[src/rtl/frame_pixel_streamer_pkg.sv]
// Shared types and constants for the raster pixel streamer.
// The ST1_* values mirror the stage-1 CNN core frame defaults.
package frame_pixel_streamer_pkg;

  localparam int unsigned ST1_IX         = 28;
  localparam int unsigned ST1_IY         = 28;
  localparam int unsigned ST1_I_F_BW     = 8;
  localparam int unsigned TAG_FIFO_DEPTH = 3;

  typedef enum logic [1:0] {
    ST_IDLE  = 2'd0,
    ST_RUN   = 2'd1,
    ST_GAP   = 2'd2,
    ST_DRAIN = 2'd3
  } stream_state_e;

  typedef struct packed {
    logic frame_last;
    logic line_last;
  } pix_tag_t;

  // Pointer advance for the 3-entry ring (no power-of-two wrap available)
  function automatic logic [1:0] ptr_next(input logic [1:0] ptr);
    return (ptr == 2'(TAG_FIFO_DEPTH - 1)) ? 2'd0 : ptr + 2'd1;
  endfunction

endpackage

[src/rtl/frame_pixel_streamer_fifo.sv]
// Three-entry synchronous FIFO carrying {tags, pixel} with an occupancy count.
module stream_tag_fifo
  import frame_pixel_streamer_pkg::*;
#(
  parameter int unsigned W = 10
) (
  input  logic         clk,
  input  logic         reset_n,
  input  logic         push,
  input  logic [W-1:0] wdata,
  input  logic         pop,
  output logic [W-1:0] rdata,
  output logic [1:0]   count
);

  logic [W-1:0] mem [TAG_FIFO_DEPTH];
  logic [1:0]   wr_ptr;
  logic [1:0]   rd_ptr;
  logic         do_push;
  logic         do_pop;

  assign do_pop  = pop && (count != 2'd0);
  assign do_push = push && ((count != 2'(TAG_FIFO_DEPTH)) || do_pop);
  assign rdata   = mem[rd_ptr];

  always_ff @(posedge clk or negedge reset_n) begin
    if (!reset_n) begin
      for (int i = 0; i < TAG_FIFO_DEPTH; i++) begin
        mem[i] <= '0;
      end
      wr_ptr <= '0;
      rd_ptr <= '0;
      count  <= '0;
    end else begin
      if (do_push) begin
        mem[wr_ptr] <= wdata;
        wr_ptr      <= ptr_next(wr_ptr);
      end
      if (do_pop) begin
        rd_ptr <= ptr_next(rd_ptr);
      end
      case ({do_push, do_pop})
        2'b10:   count <= count + 2'd1;
        2'b01:   count <= count - 2'd1;
        default: count <= count;
      endcase
    end
  end

endmodule

[src/rtl/frame_pixel_streamer.sv]
// Reads one IX x IY frame from a 1-cycle-latency memory and streams it
// in raster order over valid/ready with row- and frame-end tags.
module frame_pixel_streamer
  import frame_pixel_streamer_pkg::*;
#(
  parameter int unsigned IX       = ST1_IX,
  parameter int unsigned IY       = ST1_IY,
  parameter int unsigned BW       = ST1_I_F_BW,
  parameter int unsigned AW       = $clog2(IX * IY),
  parameter int unsigned LINE_GAP = 0
) (
  input  logic          clk,
  input  logic          reset_n,
  input  logic          i_start,
  input  logic [AW-1:0] i_base_addr,
  output logic          o_busy,
  output logic          o_done,
  output logic          o_mem_rd_en,
  output logic [AW-1:0] o_mem_addr,
  input  logic [BW-1:0] i_mem_rdata,
  output logic          o_out_valid,
  input  logic          i_out_ready,
  output logic [BW-1:0] o_out_pixel,
  output logic          o_line_last,
  output logic          o_frame_last
);

  localparam int unsigned XW = (IX > 1) ? $clog2(IX) : 1;
  localparam int unsigned YW = (IY > 1) ? $clog2(IY) : 1;
  localparam int unsigned GW = (LINE_GAP > 1) ? $clog2(LINE_GAP) : 1;
  localparam int unsigned FW = BW + 2;

  stream_state_e state;
  logic [XW-1:0] x;
  logic [YW-1:0] y;
  logic [GW-1:0] gap_cnt;
  logic [AW-1:0] addr;
  logic          busy;
  logic          done;

  logic          inflight;
  pix_tag_t      inflight_tag;

  logic [1:0]    fifo_count;
  logic [FW-1:0] fifo_wdata;
  logic [FW-1:0] fifo_rdata;
  logic          fifo_pop;
  pix_tag_t      head_tag;

  logic          issue;
  logic          row_end;
  logic          frame_end;

  // Credit check: buffered plus in-flight pixels never exceed FIFO depth
  assign issue     = (state == ST_RUN) &&
                     (({1'b0, fifo_count} + {2'b00, inflight}) < 3'(TAG_FIFO_DEPTH));
  assign row_end   = (x == XW'(IX - 1));
  assign frame_end = row_end && (y == YW'(IY - 1));

  always_ff @(posedge clk or negedge reset_n) begin
    if (!reset_n) begin
      state   <= ST_IDLE;
      x       <= '0;
      y       <= '0;
      gap_cnt <= '0;
      addr    <= '0;
      busy    <= 1'b0;
      done    <= 1'b0;
    end else begin
      done <= 1'b0;
      case (state)
        ST_IDLE: begin
          if (i_start) begin
            addr  <= i_base_addr;
            x     <= '0;
            y     <= '0;
            busy  <= 1'b1;
            state <= ST_RUN;
          end
        end
        ST_RUN: begin
          if (issue) begin
            addr <= addr + AW'(1);
            if (row_end) begin
              x <= '0;
              y <= y + YW'(1);
              if (frame_end) begin
                state <= ST_DRAIN;
              end else if (LINE_GAP > 0) begin
                gap_cnt <= '0;
                state   <= ST_GAP;
              end
            end else begin
              x <= x + XW'(1);
            end
          end
        end
        ST_GAP: begin
          if (gap_cnt == GW'(LINE_GAP - 1)) begin
            state <= ST_RUN;
          end else begin
            gap_cnt <= gap_cnt + GW'(1);
          end
        end
        ST_DRAIN: begin
          if ((fifo_count == 2'd0) && !inflight) begin
            busy  <= 1'b0;
            done  <= 1'b1;
            state <= ST_IDLE;
          end
        end
        default: state <= ST_IDLE;
      endcase
    end
  end

  // Tag travels alongside the read so it lands with the returned pixel
  always_ff @(posedge clk or negedge reset_n) begin
    if (!reset_n) begin
      inflight     <= 1'b0;
      inflight_tag <= '0;
    end else begin
      inflight                <= issue;
      inflight_tag.frame_last <= frame_end;
      inflight_tag.line_last  <= row_end;
    end
  end

  assign fifo_wdata = {inflight_tag, i_mem_rdata};
  assign fifo_pop   = o_out_valid && i_out_ready;

  stream_tag_fifo #(
    .W (FW)
  ) u_fifo (
    .clk     (clk),
    .reset_n (reset_n),
    .push    (inflight),
    .wdata   (fifo_wdata),
    .pop     (fifo_pop),
    .rdata   (fifo_rdata),
    .count   (fifo_count)
  );

  assign head_tag     = fifo_rdata[FW-1:BW];
  assign o_out_valid  = (fifo_count != 2'd0);
  assign o_out_pixel  = o_out_valid ? fifo_rdata[BW-1:0] : '0;
  assign o_line_last  = o_out_valid && head_tag.line_last;
  assign o_frame_last = o_out_valid && head_tag.frame_last;

  assign o_mem_rd_en  = issue;
  assign o_mem_addr   = addr;
  assign o_busy       = busy;
  assign o_done       = done;

endmodule

[config.mk]
export PLATFORM = sky130hd
export DESIGN_NAME = frame_pixel_streamer
export DESIGN_NICKNAME = d
export VERILOG_FILES = /design/src/rtl/frame_pixel_streamer_pkg.sv /design/src/rtl/frame_pixel_streamer_fifo.sv /design/src/rtl/frame_pixel_streamer.sv
export SDC_FILE = /design/constraint.sdc
export NUM_CORES = 1
export LEC_CHECK = 0
export CAP_MARGIN = 20
export CELL_PAD_IN_SITES_DETAIL_PLACEMENT = 1
export CELL_PAD_IN_SITES_GLOBAL_PLACEMENT = 2
export CORE_ASPECT_RATIO = 1.5
export CORE_MARGIN = 2
export CORE_UTILIZATION = 38
export CTS_CLUSTER_DIAMETER = 60
export DETAILED_ROUTE_END_ITERATION = 8
export PLACE_DENSITY_LB_ADDON = 0.1
export SYNTH_ARGS = -nofsm -noshare
export SYNTH_HDL_FRONTEND = slang
export SYNTH_SLANG_ARGS = --single-unit
[constraint.sdc]
create_clock -name clk -period 5.4 [get_ports clk]
set_clock_uncertainty 0.05 [all_clocks]
set_input_delay 1.08 -clock clk [delete_from_list [all_inputs] [get_ports clk]]
set_output_delay 1.08 -clock clk [all_outputs]
set_load 0.1 [all_outputs]
== After elaboration in Yosys (flattened, before gate mapping) ==
Index checks and enable logic that the tools add are counted.
Word-level totals
  bits of input ports: 22
  output and inout port bits: 24
  logic and storage cells: 101
  register bits after elaboration: 64
Cells by class
  eq/ne operators: 16
  muxes and demuxes: 33
  bitwise operators: 2
  $add $sub $neg: 9
  $lt $le $gt $ge: 4
  reductions and logical operators: 21
Operators with widths (number)
  $mux W10: 5
  $bwmux W30: 1
  $mux W5: 5
  $bmux W10 S2: 1
  $demux W10 S2: 1
  $pmux W10 S2: 1
  $pmux W5 S2: 2
  $mux W2: 8
  $ne A2 B2 Y1 const B: 7
  $add A10 B1 Y10 const B: 1
  $add A5 B1 Y5 const B: 2
  $eq A2 B2 Y1 const B: 5
  $eq A5 B5 Y1 const B: 2
  $logic_and A1 B1 Y1: 9
  $mux W8: 1
  $pmux W2 S4: 1
  $reduce_bool A2 Y1: 4
  $add A2 B1 Y2 const B: 3
  $ge A3 B3 Y1 const B: 2
  $not A2 Y3: 2
  $reduce_and A3 Y1: 2
  $reduce_and A6 Y1: 1
  $mux W1: 5
  $eq A2 B1 Y1 const B: 2
  11 further kinds: 12

== Longest topological paths before layout ==
Gate-level depths: netlist (run 1).
  depth after elaboration: 7
  mapped depth: 8
  depth with buffers taken out: 7

== By module ==
Synthesis (run 1) repeated with hierarchy kept, for this count alone.
Second synthesis, totals
  cell total of the unflattened synthesis: 294
  area total of the unflattened synthesis: 3230.6 µm²
Modules (own cells, without submodules)
  stream_tag_fifo: sequential area each 900.9 µm², area each 1690.4 µm², cells each 124, instances 1
  frame_pixel_streamer: sequential area each 700.7 µm², area each 1540.2 µm², cells each 170, instances 1

== Worst setup path before layout (run 1) ==
OpenSTA, ideal clock, no wires.
  path kind: register to output
  from: register u_fifo.rd_ptr[0]
  to: output port o_out_pixel[0]
  data arrival time: 2268 ps
  setup slack: 2002 ps
  cell stages (with the launch flop): 7
  data required time: 4270 ps
  buffers on the path: 2
  cells stage by stage: dfrtp_1 > clkbuf_1 > buf_2 > mux2i_1 > nor2_1 > a21oi_1 > nor2_1
Between the ends
  longest elaborated chain between the ends: 5
Ends and longest elaborated chain
  start: declaration: line frame_pixel_streamer_fifo.sv:18  | logic [1:0] rd_ptr;
  start signal: assignment: line frame_pixel_streamer_fifo.sv:40  | rd_ptr <= ptr_next(rd_ptr);
  $not A2 Y3 (not written as such): line frame_pixel_streamer_fifo.sv:24  | assign rdata = mem[rd_ptr];
  $bmux W10 S2: line frame_pixel_streamer_fifo.sv:24
  $mux W10 (not written as such) (2 in series): line frame_pixel_streamer_fifo.sv:24
  $mux W8: line frame_pixel_streamer.sv:146  | assign o_out_pixel = o_out_valid ? fifo_rdata[BW-1:0] : '0;
  end: declaration: line frame_pixel_streamer.sv:23  | output logic [BW-1:0] o_out_pixel,
No other way between the ends. The select of a mux whose other input is x is not followed.

== Final worst setup path (run 1) ==
  from: register u_fifo.count[0]
  to: output port o_mem_rd_en
Between the ends
  longest elaborated chain between the ends: 3
Ends and longest elaborated chain
  start: declaration: line frame_pixel_streamer_fifo.sv:13  | output logic [1:0] count
  start signal: assignment: line frame_pixel_streamer_fifo.sv:43  | 2'b10: count <= count + 2'd1;
  start signal: assignment: line frame_pixel_streamer_fifo.sv:44  | 2'b01: count <= count - 2'd1;
  start signal: assignment: line frame_pixel_streamer_fifo.sv:45  | default: count <= count;
  $add A2 B1 Y3: line frame_pixel_streamer.sv:56  | (({1'b0, fifo_count} + {2'b00, inflight}) < 3'(TAG_FIFO_DEPTH));
  $lt A3 B2 Y1: line frame_pixel_streamer.sv:56
  $logic_and A1 B1 Y1: line frame_pixel_streamer.sv:55  | assign issue = (state == ST_RUN) &&
  end: declaration: line frame_pixel_streamer.sv:18  | output logic o_mem_rd_en,
No other way between the ends.

==> impl_metrics.env, run 1 <==
export IMPL_status="finished, final reports clean"
export IMPL_path_cells="ha_1 > ha_1 > a21oi_1 > nand2_1 > inv_1 > clkdlybuf4s50_1"
export IMPL_crit_cells=6
export IMPL_arrival_ps=3070
export IMPL_syn_area_per_cell_um2=10.7
export IMPL_crit_path_start_kind="flip-flop"
export IMPL_slew_headroom_pct=34.9
export IMPL_placed_area_um2=3640
export IMPL_syn_num_nets=319
export IMPL_coreArea_um2=8010
export IMPL_final_area_um2=3940
export IMPL_crit_family="buffers and inverters"
export IMPL_initialDrtViolationCount=80
export IMPL_cts_sinks=64
export IMPL_ctsHoldBuffers=0
export IMPL_max_cap_violations=0
export IMPL_cpPeakStageDelay_ps=1170
export IMPL_drt_pass1_iter_count=4
export IMPL_crit_required_ps=4270
export IMPL_worstSkewPairLatency_ps=330
export IMPL_r2r_start="u_fifo.count[0]$_DFFE_PN0P_"
export IMPL_cts_made_buffers=9
export IMPL_preCtsSetupSlack_ps=1540
export IMPL_setup_viol=0
export IMPL_antenna_left=0
export IMPL_wl_per_cell_um=16.4
export IMPL_reg2reg_slack_ps=3060
export IMPL_max_freq_ghz=0.238
export IMPL_dr_total_vias=2342
export IMPL_yosys_warnings=0
export IMPL_grt_pass1_vias=2506
export IMPL_fin_crit_sh_pct=77.8
export IMPL_synth_seq_cells=64
export IMPL_antenna_found_initial=0
export IMPL_totalWireLength_um=7350
export IMPL_fill_cells=884
export IMPL_path_class="reg -> out"
export IMPL_finalHoldViolations=0
export IMPL_crit_buf_inv=2
export IMPL_h_tree_depth=3
export IMPL_diodes=0
export IMPL_io_pins=46
export IMPL_drc=0
export IMPL_finalMaxSlewViolations=0
export IMPL_fin_ws_ps=1200
export IMPL_initial_core_util_pct=38.9
export IMPL_cts_root_buf="clkbuf_16"
export IMPL_die_w_um=77.9
export IMPL_grt_pass1_wl_um=12700
export IMPL_syn_to_final_growth_pct=26.6
export IMPL_end_kind="primary output"
export IMPL_worst_path_max_fanout=7
export IMPL_grt_max_degree=65
export IMPL_syn_area_um2=3110
export IMPL_yosysSeqAreaShare_pct=51.4
export IMPL_fin_nets=365
export IMPL_tightest_slew_ps=973
export IMPL_slowest_stage="clkdlybuf4s50_1"
export IMPL_die_area_um2=8950
export IMPL_cts_resized=0
export IMPL_synth_cells=291
export IMPL_hold_class="reg -> reg"
export IMPL_grt_use_total_pct=18.4
export IMPL_crit_end="o_mem_rd_en"
export IMPL_crit_start="u_fifo.count[0]$_DFFE_PN0P_"
export IMPL_totalNegativeSetupSlack_ps=0
export IMPL_port_buffer_count=45
export IMPL_ys_types=45
export IMPL_min_period_ps=4200
export IMPL_postCtsSetupBuffers=0
export IMPL_via_per_inst=5.24
export IMPL_clk_pin_slew_ps=50
export IMPL_gp_congestion=0.725
export IMPL_r2r_end="y[3]$_DFFE_PN0P_"
export IMPL_drive_gt1_share_pct=16.7
export IMPL_cts_tree="done"
export IMPL_dpl_hpwl_um=5010
export IMPL_fp_dieH_um=115
export IMPL_cp_common_cell="ha_1"
export IMPL_rows=40
export IMPL_grt_overflow=0
export IMPL_r2r_cells=6
export IMPL_cts_path_max_buffers=2
export IMPL_rsz0062_at_grt="false"
==> sequential cells by signal (all words and copies together) (netlist names) <==
register and flops:
y 5, inflight 1, x 5, u_fifo.wr_ptr 2, u_fifo.rd_ptr 2, state 2
u_fifo.mem 30, o_done 1, u_fifo.count 2, o_mem_addr 10, gap_cnt 1, fifo_wdata 2
o_busy 1
==> synth_stat cells (all sizes together) <==
| library cell | count | share of area (%) |
|---|---|---|
| a21o | 4 | 0.96 |
| a21oi | 29 | 4.8 |
| a22o | 1 | 0.28 |
| a2bb2oi | 4 | 1.1 |
| a31oi | 1 | 0.20 |
| a32oi | 1 | 0.28 |
| and2b | 1 | 0.32 |
| and4 | 1 | 0.28 |
| buf | 8 | 1.8 |
| clkbuf | 6 | 0.72 |
| dfrtp | 64 | 51 |
| ha | 6 | 2.4 |
| inv | 5 | 0.60 |
| mux2 | 30 | 11 |
| mux2i | 12 | 3.9 |
| nand2 | 27 | 3.3 |
| nand2b | 1 | 0.20 |
| nand3 | 10 | 1.6 |
| nand4 | 2 | 0.40 |
| nand4b | 2 | 0.76 |
| nor2 | 29 | 3.6 |
| nor2b | 2 | 0.40 |
| nor3 | 3 | 0.48 |
| nor3b | 2 | 0.84 |
| o211ai | 1 | 0.24 |
| o21ai | 17 | 2.9 |
| o22ai | 4 | 0.80 |
| o31ai | 6 | 1.4 |
| o32ai | 1 | 0.28 |
| or2 | 2 | 0.40 |
| or3 | 1 | 0.20 |
| or3b | 2 | 0.56 |
| or4 | 3 | 0.72 |
| xnor2 | 2 | 0.56 |
| xor2 | 1 | 0.28 |
==> worst register-to-register path, delay by kind of cell (launching register included) <==
kind / cells / cell delay, ps
AOI/OAI and AO/OA: 3 / 720
and+or+nand+nor: 1 / 570
DFF: 1 / 450
adders and majority gates: 2 / 480
==> per-layer routing <==
metal  up-vias  share of wire [%]  track usage, %
met1      1159                 43            21.8
met3        12                2.7            3.92
met5         -                  0               0
met2        37                 52            31.7
met4         0                2.3            9.12
li1       1134                  -               -
==> layout by cell type (no fill, tap or decap), drive strengths merged <==
cell	instances
o31ai	6
or3b	2
nand2b	1
o211ai	1
mux2i	12
a2bb2oi	4
xor2	1
o32ai	1
ha	6
inv	5
nand3	10
and2b	1
nor2b	2
o21ai	17
or3	1
nand4	2
nor3b	2
o22ai	4
or4	3
or2	2
nand4b	2
clkdlybuf4s50	44
a22o	1
and4	1
mux2	30
nor2	29
xnor2	2
nor3	3
clkbuf	13
nand2	27
clkinv	2
dfrtp	64
bufinv	1
buf	5
a31oi	1
a32oi	1
a21oi	29
a21o	4
==> how the worst min path moves through the flow <==
stage / from / to / slack (ps) / cells past startpoint
after floorplan: gap_cnt$_DFFE_PN0N_ / gap_cnt$_DFFE_PN0N_ / 400 / 1
after global placement: o_busy$_DFFE_PN0P_ / o_busy$_DFFE_PN0P_ / 420 / 2
after CTS: o_busy$_DFFE_PN0P_ / o_busy$_DFFE_PN0P_ / 440 / 2
after detailed placement: o_busy$_DFFE_PN0P_ / o_busy$_DFFE_PN0P_ / 430 / 2
final: o_busy$_DFFE_PN0P_ / o_busy$_DFFE_PN0P_ / 440 / 2
after global routing: u_fifo.mem[27]$_DFFE_PN0P_ / u_fifo.mem[27]$_DFFE_PN0P_ / 460 / 1
==> through the flow <==
step                      utilization [%]  hold slack (ps)  cells
after global placement               45.5              417    431
after CTS                            49.2              442    447
after floorplan                         -              399    291
after global routing                 49.2              461    447
final                                49.2              437    447
after detailed placement             45.5              432    431
==> cells by family (layout without fill, tap and decap cells) <==
| kind of cell | after synthesis | after routing | share of synthesized area [%] |
|---|---|---|---|
| multiplexers | 42 | 42 | 14.8 |
| flip-flops | 64 | 64 | 51.4 |
| buffers and inverters | 19 | 70 | 3.17 |
| AO/OA/AOI/OAI | 69 | 69 | 13.3 |
| XOR/XNOR | 3 | 3 | 0.844 |
| AND/OR/NAND/NOR | 88 | 88 | 14.0 |
| adder cells (fa/ha/maj) | 6 | 6 | 2.41 |
==> area by class of cell <==
cell class / instances / area [um2] / area share [%]
clock buffers: 13 / 260 / 6.61
clock inverters: 3 / 40.0 / 1.02
inverters: 5 / 18.8 / 0.476
multi-input cells: 208 / 1410 / 35.9
flip-flops and latches: 64 / 1600 / 40.6
well taps: 105 / 131 / 3.33
repair buffers: 49 / 475 / 12.1
Power of run 1 is not shown: default switching activity piles up to over one toggle a cycle in this logic, so the estimate is an artifact.
==> inputs of run 2 (changes only) <==
Settings changed: CORE_UTILIZATION 38 to 35.
Clock period 5.4 ns to 4.15 ns, I/O delays scaled along.
==> run 2 against run 1 <==
  * Clock-buffer cell count decreased by 4
  * Register-to-register slack lost 1300 ps
  * Sequential share of layout area grew 0.19 points
  * Utilization is 4.3 points lower
  * Setup slack got worse by 230 ps
  * Non-clock buffer count fell by 1
  * Critical path type unchanged
==> impl_metrics.env, run 2 (synthesis gave the netlist of run 1 again) <==
export IMPL_wl_per_cell_um=16.9
export IMPL_antenna_left=0
export IMPL_tightest_slew_ps=976
export IMPL_setup_viol=0
export IMPL_rsz0062_at_grt="false"
export IMPL_fin_nets=364
export IMPL_rows=42
export IMPL_cts_resized=0
export IMPL_max_freq_ghz=0.314
export IMPL_h_tree_depth=3
export IMPL_die_w_um=81.0
export IMPL_finalHoldViolations=0
export IMPL_grt_overflow=0
export IMPL_diodes=0
export IMPL_grt_max_degree=35
export IMPL_arrival_ps=2310
export IMPL_antenna_found_initial=0
export IMPL_io_pins=46
export IMPL_finalMaxSlewViolations=0
export IMPL_crit_start="u_fifo.rd_ptr[0]$_DFFE_PN0P_"
export IMPL_regMostFlops="u_fifo.mem"
export IMPL_cts_made_buffers=9
export IMPL_layout_common_cells="dfrtp_1, clkdlybuf4s50_1, nor2_1, a21oi_1, mux2_2"
export IMPL_path_class="reg -> out"
export IMPL_worstSkewPairLatency_ps=330
export IMPL_via_per_inst=5.21
export IMPL_slew_headroom_pct=34.8
export IMPL_cts_tree="done"
export IMPL_largest_reg_flops=30
export IMPL_cts_path_max_buffers=2
export IMPL_fp_dieH_um=120
export IMPL_gp_congestion=0.720
export IMPL_r2r_start="u_fifo.count[0]$_DFFE_PN0P_"
export IMPL_cts_sinks=64
export IMPL_initialDrtViolationCount=69
export IMPL_status="finished, final reports clean"
export IMPL_die_area_um2=9680
export IMPL_totalNegativeSetupSlack_ps=0
export IMPL_port_buffer_count=45
export IMPL_initial_core_util_pct=35.7
export IMPL_path_cells="nor2b_1 > a21oi_1 > nor2_1 > buf_4"
export IMPL_ctsHoldBuffers=0
export IMPL_postCtsSetupBuffers=0
export IMPL_max_cap_violations=0
export IMPL_fin_crit_sh_pct=76.8
export IMPL_min_period_ps=3190
export IMPL_crit_path_start_kind="flip-flop"
export IMPL_worst_path_max_fanout=14
export IMPL_drc=0
export IMPL_hold_class="reg -> reg"
export IMPL_grt_use_total_pct=17.4
export IMPL_dr_total_vias=2344
export IMPL_cpPeakStageDelay_ps=710
export IMPL_clk_pin_slew_ps=60
export IMPL_grt_pass1_wl_um=12700
export IMPL_drt_pass1_iter_count=4
export IMPL_crit_required_ps=3270
export IMPL_reg2reg_slack_ps=1750
export IMPL_dpl_hpwl_um=5330
export IMPL_min_from="gap_cnt$_DFFE_PN0N_"
export IMPL_drive_gt1_share_pct=20.0
export IMPL_end_kind="primary output"
export IMPL_grt_pass1_vias=2464
export IMPL_totalWireLength_um=7620
export IMPL_coreArea_um2=8720
export IMPL_syn_to_final_growth_pct=26.0
export IMPL_slowest_stage="nor2b_1"
export IMPL_final_common_cell="dfrtp_1"
export IMPL_cts_root_buf="clkbuf_16"
-- run 2: final timing paths --
kind,end,depth (start not counted)
worst max-delay path,o_out_pixel[5],4
worst min-delay path,gap_cnt$_DFFE_PN0N_,1
worst max register to register,y[4]$_DFFE_PN0P_,6
worst min register to register,gap_cnt$_DFFE_PN0N_,1
max in group asynchronous,o_mem_addr[8]$_DFFE_PN0P_,2
min in group asynchronous,u_fifo.wr_ptr[1]$_DFFE_PN0P_,1
-- run 2: per-layer routing --
layer / GRT usage [%] / part of all wire [%] / vias to the layer above
li1: - / - / 1135
met1: 21.1 / 44 / 1167
met2: 29.5 / 53 / 36
met3: 4.29 / 2.6 / 6
met4: 6.04 / 1.2 / 0
met5: 0 / 0 / -
-- run 2: per-stage QoR --
stage | hold WS (ps) | worst slack (ps) | utilization [%] | cells | area (um2)
final | 434 | 963 | 45.0 | 450 | 3920
after floorplan | 399 | 1000 | - | 291 | 3110
after CTS | 435 | 913 | 45.0 | 450 | 3920
after global routing | 459 | 717 | 45.0 | 450 | 3920
after global placement | 417 | 1310 | 41.4 | 435 | 3610
after detailed placement | 431 | 1320 | 41.4 | 435 | 3610
-- run 2: critical path, delay by kind of cell, from the launching register on --
family	cells	cell delay, ps
flip-flops	1	620
buffers and inverters	1	320
AO/OA/AOI/OAI	1	150
AND/OR/NAND/NOR	2	870
-- run 2: area by class of cell --
class / count / area [um2]
fillers: 992 / 4800
flip-flops and latches: 64 / 1600
multi-input cells: 208 / 1410
repair buffers: 48 / 440
clock buffers: 9 / 225
well taps: 110 / 138
clock inverters: 6 / 85.1
inverters: 5 / 18.8
Power of run 2 is left out for the same reason.
